## src/rtl/vect_serializer_pkg.sv

```systemverilog
// Shared definitions for the vector serializer: vector-block size macros,
// index width, FSM state type and the element-count clamp helper.

`ifndef N_MAX
`define N_MAX 4
`endif

// Index width shared by every consumer of an element index (minimum 1 bit).
`ifndef VECT_IDX_W
`define VECT_IDX_W ((`N_MAX > 1) ? $clog2(`N_MAX) : 1)
`endif

package vect_serializer_pkg;

  localparam int N_MAX = `N_MAX;
  localparam int IDX_W = `VECT_IDX_W;

  typedef enum logic [0:0] {
    ST_IDLE   = 1'b0,
    ST_STREAM = 1'b1
  } state_e;

  // Limit a requested element count to the number of elements in a vector.
  function automatic logic [IDX_W:0] clamp_len(input logic [IDX_W:0] n);
    logic [IDX_W:0] res;
    if (n > (IDX_W+1)'(N_MAX)) begin
      res = (IDX_W+1)'(N_MAX);
    end else begin
      res = n;
    end
    return res;
  endfunction

endpackage

```

## src/rtl/vect_elem_mux.sv

```systemverilog
// Purely combinational N_MAX:1 element selector for packed vectors.
// Element i sits at vect[i*WIDTH +: WIDTH]; out-of-range indices give zero.

module vect_elem_mux #(
  parameter int WIDTH = 43,
  parameter int N_MAX = 4,
  parameter int IDX_W = 2
) (
  input  logic [N_MAX*WIDTH-1:0] vect,
  input  logic [IDX_W-1:0]       idx,
  output logic [WIDTH-1:0]       elem
);

  // Select the element addressed by idx.
  always_comb begin
    elem = '0;
    for (int i = 0; i < N_MAX; i++) begin
      if (idx == IDX_W'(i)) begin
        elem = vect[i*WIDTH +: WIDTH];
      end else begin
        elem = elem;
      end
    end
  end

endmodule

```

## src/rtl/vect_serializer.sv

```systemverilog
// Packed vector to scalar stream converter. Accepts one packed vector per
// transaction and emits its first n elements one per handshake, with index
// and last flag. Elements pass through bit-exact.

module vect_serializer
  import vect_serializer_pkg::*;
#(
  parameter int WIDTH = 43,
  parameter int FRAC  = 32
) (
  input  logic                   clk,
  input  logic                   rst,
  input  logic                   in_valid,
  output logic                   in_ready,
  input  logic [N_MAX*WIDTH-1:0] vect_in,
  input  logic [IDX_W:0]         n_elem,
  output logic                   out_valid,
  input  logic                   out_ready,
  output logic [WIDTH-1:0]       out_data,
  output logic [IDX_W-1:0]       out_idx,
  output logic                   out_last,
  output logic                   busy
);

  // The fractional width only documents the element format; nothing is computed from it.
  logic unused_frac;
  assign unused_frac = (FRAC > WIDTH);

  state_e                 state_q, state_d;
  logic [IDX_W-1:0]       idx_q, idx_d;
  logic [IDX_W:0]         n_q, n_d;
  logic [N_MAX*WIDTH-1:0] buf_q, buf_d;

  logic           accept_s;
  logic           beat_s;
  logic [IDX_W:0] last_idx_s;

  // Element selection from the held buffer; out_ready never reaches this path.
  vect_elem_mux #(
    .WIDTH (WIDTH),
    .N_MAX (N_MAX),
    .IDX_W (IDX_W)
  ) u_elem_mux (
    .vect (buf_q),
    .idx  (idx_q),
    .elem (out_data)
  );

  // Output flags and handshakes derived from the registered state.
  always_comb begin
    last_idx_s = n_q - (IDX_W+1)'(1);
    out_valid  = (state_q == ST_STREAM);
    busy       = (state_q == ST_STREAM);
    out_idx    = idx_q;
    out_last   = (state_q == ST_STREAM) && ({1'b0, idx_q} == last_idx_s);
    beat_s     = out_valid && out_ready;
    in_ready   = (state_q == ST_IDLE) || (out_valid && out_last && out_ready);
    accept_s   = in_valid && in_ready;
  end

  // Next-state logic: accept reloads everything, a beat advances or finishes.
  always_comb begin
    state_d = state_q;
    idx_d   = idx_q;
    n_d     = n_q;
    buf_d   = buf_q;
    if (accept_s) begin
      buf_d = vect_in;
      n_d   = clamp_len(n_elem);
      idx_d = '0;
      if (clamp_len(n_elem) != '0) begin
        state_d = ST_STREAM;
      end else begin
        state_d = ST_IDLE;
      end
    end else if (beat_s) begin
      if (out_last) begin
        state_d = ST_IDLE;
        idx_d   = '0;
      end else begin
        idx_d = idx_q + IDX_W'(1);
      end
    end else begin
      state_d = state_q;
    end
  end

  // State, counter and buffer registers with asynchronous reset.
  always_ff @(posedge clk or posedge rst) begin
    if (rst) begin
      state_q <= ST_IDLE;
      idx_q   <= '0;
      n_q     <= '0;
      buf_q   <= '0;
    end else begin
      state_q <= state_d;
      idx_q   <= idx_d;
      n_q     <= n_d;
      buf_q   <= buf_d;
    end
  end

endmodule

```

## config.mk

```make
export PLATFORM = sky130hd
export DESIGN_NAME = vect_serializer
export DESIGN_NICKNAME = d
export VERILOG_FILES = /design/src/rtl/vect_serializer_pkg.sv /design/src/rtl/vect_elem_mux.sv /design/src/rtl/vect_serializer.sv
export SDC_FILE = /design/constraint.sdc
export NUM_CORES = 1
export LEC_CHECK = 0
export CORE_MARGIN = 10
export CORE_UTILIZATION = 25
export CTS_CLUSTER_DIAMETER = 80
export DETAILED_ROUTE_END_ITERATION = 8
export DONT_BUFFER_PORTS = 1
export PLACE_DENSITY = 0.45
export SLEW_MARGIN = 20
export SYNTH_ARGS = -nofsm -noshare
export SYNTH_HDL_FRONTEND = slang
export SYNTH_SLANG_ARGS = --single-unit
```

## constraint.sdc

```tcl
create_clock -name clk -period 6.38 [get_ports clk]
set_clock_uncertainty 0.15 [all_clocks]
set_input_delay 0.638 -clock clk [delete_from_list [all_inputs] [get_ports clk]]
set_output_delay 0.638 -clock clk [all_outputs]
set_load 0.01 [all_outputs]
```

==> qor.csv, run 1 <==
metric;value;unit
status;finished, final reports clean;
Vias per Instance;4.87;
worst hold path type;input port to flip-flop;
Final Hold Fails;0;
yosys warns;0;
proportion of layout cells with a drive suffix above 1;33.3;%
Die H;200;um
pwr dens;595;nW/um^2
Seq/Total Area, Yosys;55.0;%
initial antenna violation count;10;
# clock sinks;178;
Syn Inst Count;630;
Lkg Pwr;3.62;nW
setup TNS;0;ns
Final setup violation count;0;
core footprint;31700;sq um
Avg Cell Area, Syn;12.8;sq um
FMAX;0.244;GHz
Chip Width;200;um
number of H-tree levels;4;
Reg clk slew, reported paths;0.08;ns
Final period util;64.3;%
MaxCap Viol Count;0;
Vias;4993;
CP required;5.59;ns
Max-slew headroom;30.6;%
fin. max-slew vios;0;
antenna violation net count after detailed routing;0;
clk_lat worst skew;0.44;ns
Root Buffer;clkbuf_16;
std cell rows;65;
Post-DP Area;8440;sq um
Critical Path End Type;primary output;
GRT Util Overall;11.7;%
CTS tree;built;
GR Util met3;5.59;%
crit path DAT;3.31;ns
RSZ-0062 raised after global routing;false;
Final #Nets;791;
Worst VDD drop;0.410;mV
vias in the first global route;5443;
Netlist cell types;26;
Tmin final;4.10;ns
PortBufs;0;
RePlAce Congestion;0.767;
Main synth FF type;dfrtp_1;
register bit total from synthesis;178;
Routed WL;23400;um
Post-route DRC;0;
CTS Buf Count;17;
pre-CTS WS;2.70;ns
Layout Utilization;28.6;%
DR iter-0 viols;163;
area growth from synthesis to layout;12.1;%
Post-synth EDFFs;0;
setup ws final;2.28;ns
Mapped Area;8090;sq um
clk buf depth;2;
syn nets;814;
Tightest Pin Transition;1.04;ns
# IOs;228;
number of fill cells in the layout;3216;
GRT met1 Usage;12.7;%
critical path class;flip-flop to primary output;
DRT Pass-1 Iters;4;
full die area;40000;sq um
CP Launch Type;flip-flop;
largest net degree at the start of global routing;87;
GR Overflow Total;0;
design area;9070;sq um
largest driver fanout on the critical path;32;
initial core utilization;25.5;%
ys async rst share;100;%
first-pass GRT wire length;35000;um
met2 Use GR;19.9;%
Routed WL per cell;22.8;um
Final HPWL DP;16800;um
gr busiest metal;met2;
## state kept, by name, summed over array words and instances, names as in the netlist
signal   count
n_q          3
out_idx      2
buf_q      172
busy         1
## metal layers
layer,wire length (um),vias to the layer above,share of wire (%)
met5,68,-,0.29
met4,189,10,0.81
met3,2040,27,8.7
met2,12000,165,51
met1,9090,2569,39
li1,-,2222,-
## final cells by class
| cell class | instances | area (sq um) | share of cell area (%) |
|---|---|---|---|
| multi-input cells | 385 | 3360 | 37.1 |
| repair buffers | 8 | 62.6 | 0.690 |
| well taps | 402 | 503 | 5.55 |
| clock buffers | 21 | 480 | 5.30 |
| diodes | 4 | 10.0 | 0.110 |
| clock inverters | 10 | 124 | 1.37 |
| inverters | 17 | 68.8 | 0.759 |
| flip-flops and latches | 178 | 4450 | 49.1 |
## cell usage in the layout (no fill, tap or decap), drive strengths merged, types with 3 or more instances in the layout
master,instances
dfrtp,178
mux2,173
nand2,46
o31ai,34
nor2b,34
a221oi,32
a21oi,22
clkbuf,21
inv,20
o21ai,14
a22o,11
buf,7
ha,5
diode,4
nand2b,3
clkinv,3
## power breakdown
group	switching [W]	internal, W	leakage (nW)
clock	0.000464	0.000621	0.293
combinational	0.00118	0.00107	1.20
sequential	0.000341	0.00172	2.13
## critical path, stage by stage (launching register included)
cell	delay (ns)
dfrtp_1	0.52
inv_1	0.18
ha_1	0.50
nor2b_4	0.94
a221oi_1	0.18
o31ai_1	0.55
## worst paths after layout
check | from | to | slack [ns] | cells past startpoint
max in group asynchronous | rst | buf_q[53] | 4.22 | 3
min | vect_in[170] | buf_q[170] | 0.17 | 1
max | out_idx[0] | out_data[4] | 2.28 | 5
min in group asynchronous | rst | buf_q[57] | 0.59 | 2
min reg2reg | buf_q[33] | buf_q[33] | 0.34 | 1
max reg2reg | n_q[0] | buf_q[107] | 3.10 | 7
## stage by stage
stage | std cells | power (W) | hold WS [ns]
3_5_place_dp | 989 | 0.00438 | 0.326
5_1_grt | 1023 | 0.00579 | 0.150
2_1_floorplan | 630 | 0.00383 | 0.308
6_report | 1025 | 0.00540 | 0.174
4_1_cts | 1021 | 0.00550 | 0.146
3_3_place_gp | 989 | 0.00428 | 0.322
## Yosys cell counts, types with 14 or more instances
cell      number  area share [%]
o31ai_1       34             3.2
mux2_2       162              23
nand2_1       46             2.1
nor2b_1       34             2.6
clkbuf_1      29             1.3
inv_1         17            0.79
a21oi_1       22             1.4
buf_4         17             1.6
dfrtp_1      178              55
a221oi_1      32             3.5
o21ai_0       14            0.87
## logic make-up (layout without fill, tap and decap cells)
kind of cell,after synthesis,in the layout,synth area share (%)
AOI/OAI and AO/OA,115,115,10.3
xor gates and xnor gates,3,3,0.325
adders and majority gates,5,5,0.773
buffers and inverters,67,56,3.94
DFF,178,178,55.0
muxes,175,175,24.3
other,0,4,0
and+or+nand+nor,87,87,5.24
## what timing repair did
| action | CTS | global route |
|---|---|---|
| hold buffers | 1 | 0 |
| gates resized for setup | 0 | 0 |
| endpoints found under the hold margin | 53 | 0 |
| buffers inserted | 0 | 0 |
No activity file was read; power rests on OpenSTA's default activity.
==> run 2, diff against run 1 <==
--- a/config.mk
+++ b/config.mk
@@ -5,12 +5,13 @@
 export SDC_FILE = /design/constraint.sdc
 export NUM_CORES = 1
 export LEC_CHECK = 0
+export ABC_AREA = 1
 export CORE_MARGIN = 10
 export CORE_UTILIZATION = 25
 export CTS_CLUSTER_DIAMETER = 80
 export DETAILED_ROUTE_END_ITERATION = 8
 export DONT_BUFFER_PORTS = 1
-export PLACE_DENSITY = 0.45
+export PLACE_DENSITY = 0.47
 export SLEW_MARGIN = 20
 export SYNTH_ARGS = -nofsm -noshare
 export SYNTH_HDL_FRONTEND = slang
==> constraint.sdc (replaced) <==
create_clock -name clk -period 3.3 [get_ports clk]
set_clock_uncertainty 0.15 [all_clocks]
set_input_delay 0.33 -clock clk [delete_from_list [all_inputs] [get_ports clk]]
set_output_delay 0.33 -clock clk [all_outputs]
set_load 0.01 [all_outputs]
==> qor.csv, run 2 <==
metric;value;unit;change
status;did not finish;;was finished, final reports clean
Failed at;clock tree synthesis;;
Err;[ERROR RSZ-0060] Max buffer count reached.;;
Avg Cell Area, Syn;7.77;sq um;was 12.8 sq um
std cell rows;67;;was 65
RePlAce Congestion;0.767;;unchanged
synth cell count leaders;nand2_1 (446), dfrtp_1 (178), nand3_1 (178);;was dfrtp_1 (178), mux2_2 (162), nand2_1 (46)
# clock sinks;178;;unchanged
Resized Gates After CTS;0;;unchanged
CTS Buf Count;17;;unchanged
syn nets;1279;;was 814
# IOs;228;;unchanged
# hold bufs at CTS;303;;was 1
PortBufs;0;;unchanged
Root Buffer;clkbuf_16;;unchanged
Yosys top cell by area;dfrtp_1;;unchanged
top cells by area, synth;dfrtp_1 (52%), nand2_1 (20%), nand3_1 (10%);;was dfrtp_1 (55%), mux2_2 (23%), a221oi_1 (3.5%)
Main synth FF type;dfrtp_1;;unchanged
Die H;204;um;was 200 um
Post-synth EDFFs;0;;unchanged
number of H-tree levels;4;;unchanged
clk buf depth;2;;unchanged
Post-CTS Setup Bufs;0;;unchanged
yosys warns;0;;unchanged
initial core utilization;25.4;%;was 25.5%
Netlist cell types;20;;was 26
Final HPWL DP;18900;um;was 16,800 um
Seq/Total Area, Yosys;52.4;%;was 55.0%
Chip Width;204;um;was 200 um
Mapped Area;8500;sq um;was 8090 sq um
Yosys top cell area share;52.4;%;was 55.0%
register bit total from synthesis;178;;unchanged
Syn Inst Count;1095;;was 630
top-count cell post-synth;nand2_1;;was dfrtp_1
ys async rst share;100;%;unchanged
-- run 2: metrics by stage --
| step | cell area, sq um | instances | worst slack (ns) |
|---|---|---|---|
| floorplan | 8510 | 1095 | 0.539 |
| global placement | 8950 | 1474 | 0.563 |
| detailed placement | 8950 | 1474 | 0.535 |
-- run 2: kinds of logic after synthesis --
group	synth area share, %
buffers and inverters	5.06
DFF	52.4
and+or+nand+nor	32.5
AOI/OAI and AO/OA	9.33
adders and majority gates	0.736
==> run 3, diff against run 2 <==
--- a/config.mk
+++ b/config.mk
@@ -7,11 +7,10 @@
 export LEC_CHECK = 0
 export ABC_AREA = 1
 export CORE_MARGIN = 10
-export CORE_UTILIZATION = 25
-export CTS_CLUSTER_DIAMETER = 80
+export CORE_UTILIZATION = 20
 export DETAILED_ROUTE_END_ITERATION = 8
 export DONT_BUFFER_PORTS = 1
-export PLACE_DENSITY = 0.47
+export PLACE_DENSITY_LB_ADDON = 0.15
 export SLEW_MARGIN = 20
 export SYNTH_ARGS = -nofsm -noshare
 export SYNTH_HDL_FRONTEND = slang
==> constraint.sdc (replaced) <==
create_clock -name clk -period 4.3 [get_ports clk]
set_clock_uncertainty 0.15 [all_clocks]
set_input_delay 0.43 -clock clk [delete_from_list [all_inputs] [get_ports clk]]
set_output_delay 0.43 -clock clk [all_outputs]
set_load 0.01 [all_outputs]
==> qor.csv, run 3 <==
metric;value;unit;change
status;finished, final reports clean;;was did not finish
# IOs;228;;unchanged
Syn Inst Count;1095;;unchanged
Final period util;78.6;%;
synth cell count leaders;nand2_1 (446), dfrtp_1 (178), nand3_1 (178);;unchanged
Vias per Instance;4.33;;
Yosys top cell by area;dfrtp_1;;unchanged
largest net degree at the start of global routing;176;;
Reg clk slew, reported paths;0.07;ns;
CTS Buf Count;17;;unchanged
number of H-tree levels;4;;unchanged
setup slack, reg-to-reg;1.03;ns;
Final Instance Count excl. Fillers;1835;;
worst r2r src;n_q[0];;
Seq pwr share;36.2;%;
clk_lat worst skew;0.45;ns;
worst hold path type;input port to flip-flop;;
Comb pwr share;44.1;%;
Final HPWL DP;20500;um;was 18,900 um
Final setup violation count;0;;
Post-route DRC;0;;
WHS Endpoint;buf_q[125];;
initial core utilization;20.3;%;was 25.4%
largest driver fanout on the critical path;26;;
Seq/Total Area, Yosys;52.4;%;unchanged
Lkg Pwr;5.54;nW;
DRT Pass-1 Iters;4;;
Post-synth EDFFs;0;;unchanged
count of placed standard cells including taps;1558;;was 1,474
std cell rows;75;;was 67
Chip Width;226;um;was 204 um
core footprint;41900;sq um;
Main synth FF type;dfrtp_1;;unchanged
commonest non-fill, non-tap cells in the layout;nand2_1 (445), dlygate4sd3_1 (242), nand3_1 (178), dfrtp_1 (178), a21oi_1 (86);;
setup TNS;0;ns;
Tightest Pin Transition;0.968;ns;
hold_sp;in_valid;;
Yosys top cell area share;52.4;%;unchanged
FMAX;0.296;GHz;
Final #Nets;1464;;
DR iter-0 viols;568;;
pwr dens;674;nW/um^2;
Post-CTS Setup Bufs;0;;unchanged
worst hold slack;0.0324;ns;
fin. max-slew vios;0;;
clk buf depth;2;;unchanged
Clock power frac;19.7;%;
Avg Cell Area, Syn;7.77;sq um;unchanged
ys async rst share;100;%;unchanged
register bit total from synthesis;178;;unchanged
GRT Util Overall;13.0;%;
Reg with most FFs;buf_q;;
Root Buffer;clkbuf_16;;unchanged
# hold bufs at CTS;239;;was 303
Overall Power;0.00808;W;
proportion of layout cells with a drive suffix above 1;3.94;%;
critical path class;flip-flop to primary output;;
RSZ-0062 raised after global routing;false;;
first-pass GRT wire length;51200;um;
number of fill cells in the layout;4527;;
full die area;51200;sq um;
syn nets;1279;;unchanged
Worst VDD drop;0.253;mV;
Die H;226;um;was 204 um
top-count cell post-synth;nand2_1;;unchanged
# clock sinks;178;;unchanged
crit path DAT;2.80;ns;
Tmin final;3.38;ns;
Routed WL;33200;um;
Netlist cell types;20;;unchanged
top cells by area, synth;dfrtp_1 (52%), nand2_1 (20%), nand3_1 (10%);;unchanged
Max-slew headroom;35.5;%;
vias in the first global route;8461;;
MaxCap Viol Count;0;;
Int Power;0.00453;W;
Hold Crit Depth;2;;
Critical Path End Type;primary output;;
Final Hold Fails;0;;
net switching power;0.00355;W;
GR Overflow Total;0;;
switching share of power;43.9;%;
area growth from synthesis to layout;41.0;%;
initial antenna violation count;2;;
Resized Gates After CTS;0;;unchanged
CP required;3.72;ns;
RePlAce Congestion;0.731;;was 0.767
CTS tree;built;;
max FFs per register;172;;
Vias;7952;;
reg-to-reg endpoint;buf_q[30];;
Mapped Area;8500;sq um;unchanged
FF-to-FF path depth;11;;
PortBufs;0;;unchanged
yosys warns;0;;unchanged
antenna violation net count after detailed routing;0;;
Routed WL per cell;18.1;um;
CP Launch Type;flip-flop;;
most common cell after layout, fill and taps aside;nand2_1;;
[run 3: cell counts after synthesis]
Identical to the previous run, type by type.
[run 3: kinds of logic after synthesis]
logic type / share of synthesized area [%]
compound gates: 9.33
buf+inv: 5.06
fa+ha+maj: 0.736
flops: 52.4
simple gates: 32.5
[run 3: how the worst max path moves through the flow]
stage,start,to,slack [ns],cells after the start
global route,out_idx[1],out_data[17],0.70,7
detailed placement,out_idx[1],out_data[17],1.32,7
CTS,out_idx[1],out_data[17],0.78,7
finish,out_idx[1],out_data[17],0.92,7
floorplan,rst,buf_q[0],1.44,1
global placement,out_idx[1],out_data[17],1.34,7
[run 3: routing by layer]
layer  vias up  global-route usage, %  routed length [um]
li1       3920                      -                   -
met3        22                   3.96                1830
met5         -                      0                   0
met1      3823                   16.5               15300
met2       187                   21.2               15700
met4         0                   3.14                 425
[run 3: layout make-up]
class | instances | area (sq um) | share of cell area, %
Multi-Input combinational cell | 816 | 3660 | 30.6
Clock buffer | 21 | 470 | 3.93
Timing Repair Buffer | 253 | 2550 | 21.3
Clock inverter | 11 | 103 | 0.856
Tap cell | 539 | 674 | 5.63
Antenna cell | 3 | 7.51 | 0.0626
Inverter | 14 | 56.3 | 0.470
Sequential cell | 178 | 4450 | 37.2
[run 3: worst max-delay path, stage by stage, from the launching register on]
cell	delay, ns
dfrtp_1	0.56
inv_1	0.12
ha_2	0.21
nor2_4	0.49
buf_12	0.28
nand2_1	0.08
a21o_1	0.18
a21oi_1	0.40
[run 3: per-stage QoR]
stage               setup slack (ns)  cell area [sq um]  utilization [%]
detailed placement              1.32               8980             21.4
CTS                            0.779              11900             28.5
global route                   0.699              12000             28.6
finish                         0.919              12000             28.6
floorplan                       1.44               8510                -
global placement                1.34               8980             21.4
[run 3: power groups by stage]
| stage | clock (W) | combinational (W) | sequential (W) |
|---|---|---|---|
| 6_report | 0.00159 | 0.00356 | 0.00293 |
| 2_1_floorplan | 0 | 0.00250 | 0.00281 |
| 3_3_place_gp | 0 | 0.00336 | 0.00296 |
| 4_1_cts | 0.00167 | 0.00369 | 0.00294 |
| 3_5_place_dp | 0 | 0.00340 | 0.00296 |
| 5_1_grt | 0.00173 | 0.00410 | 0.00304 |
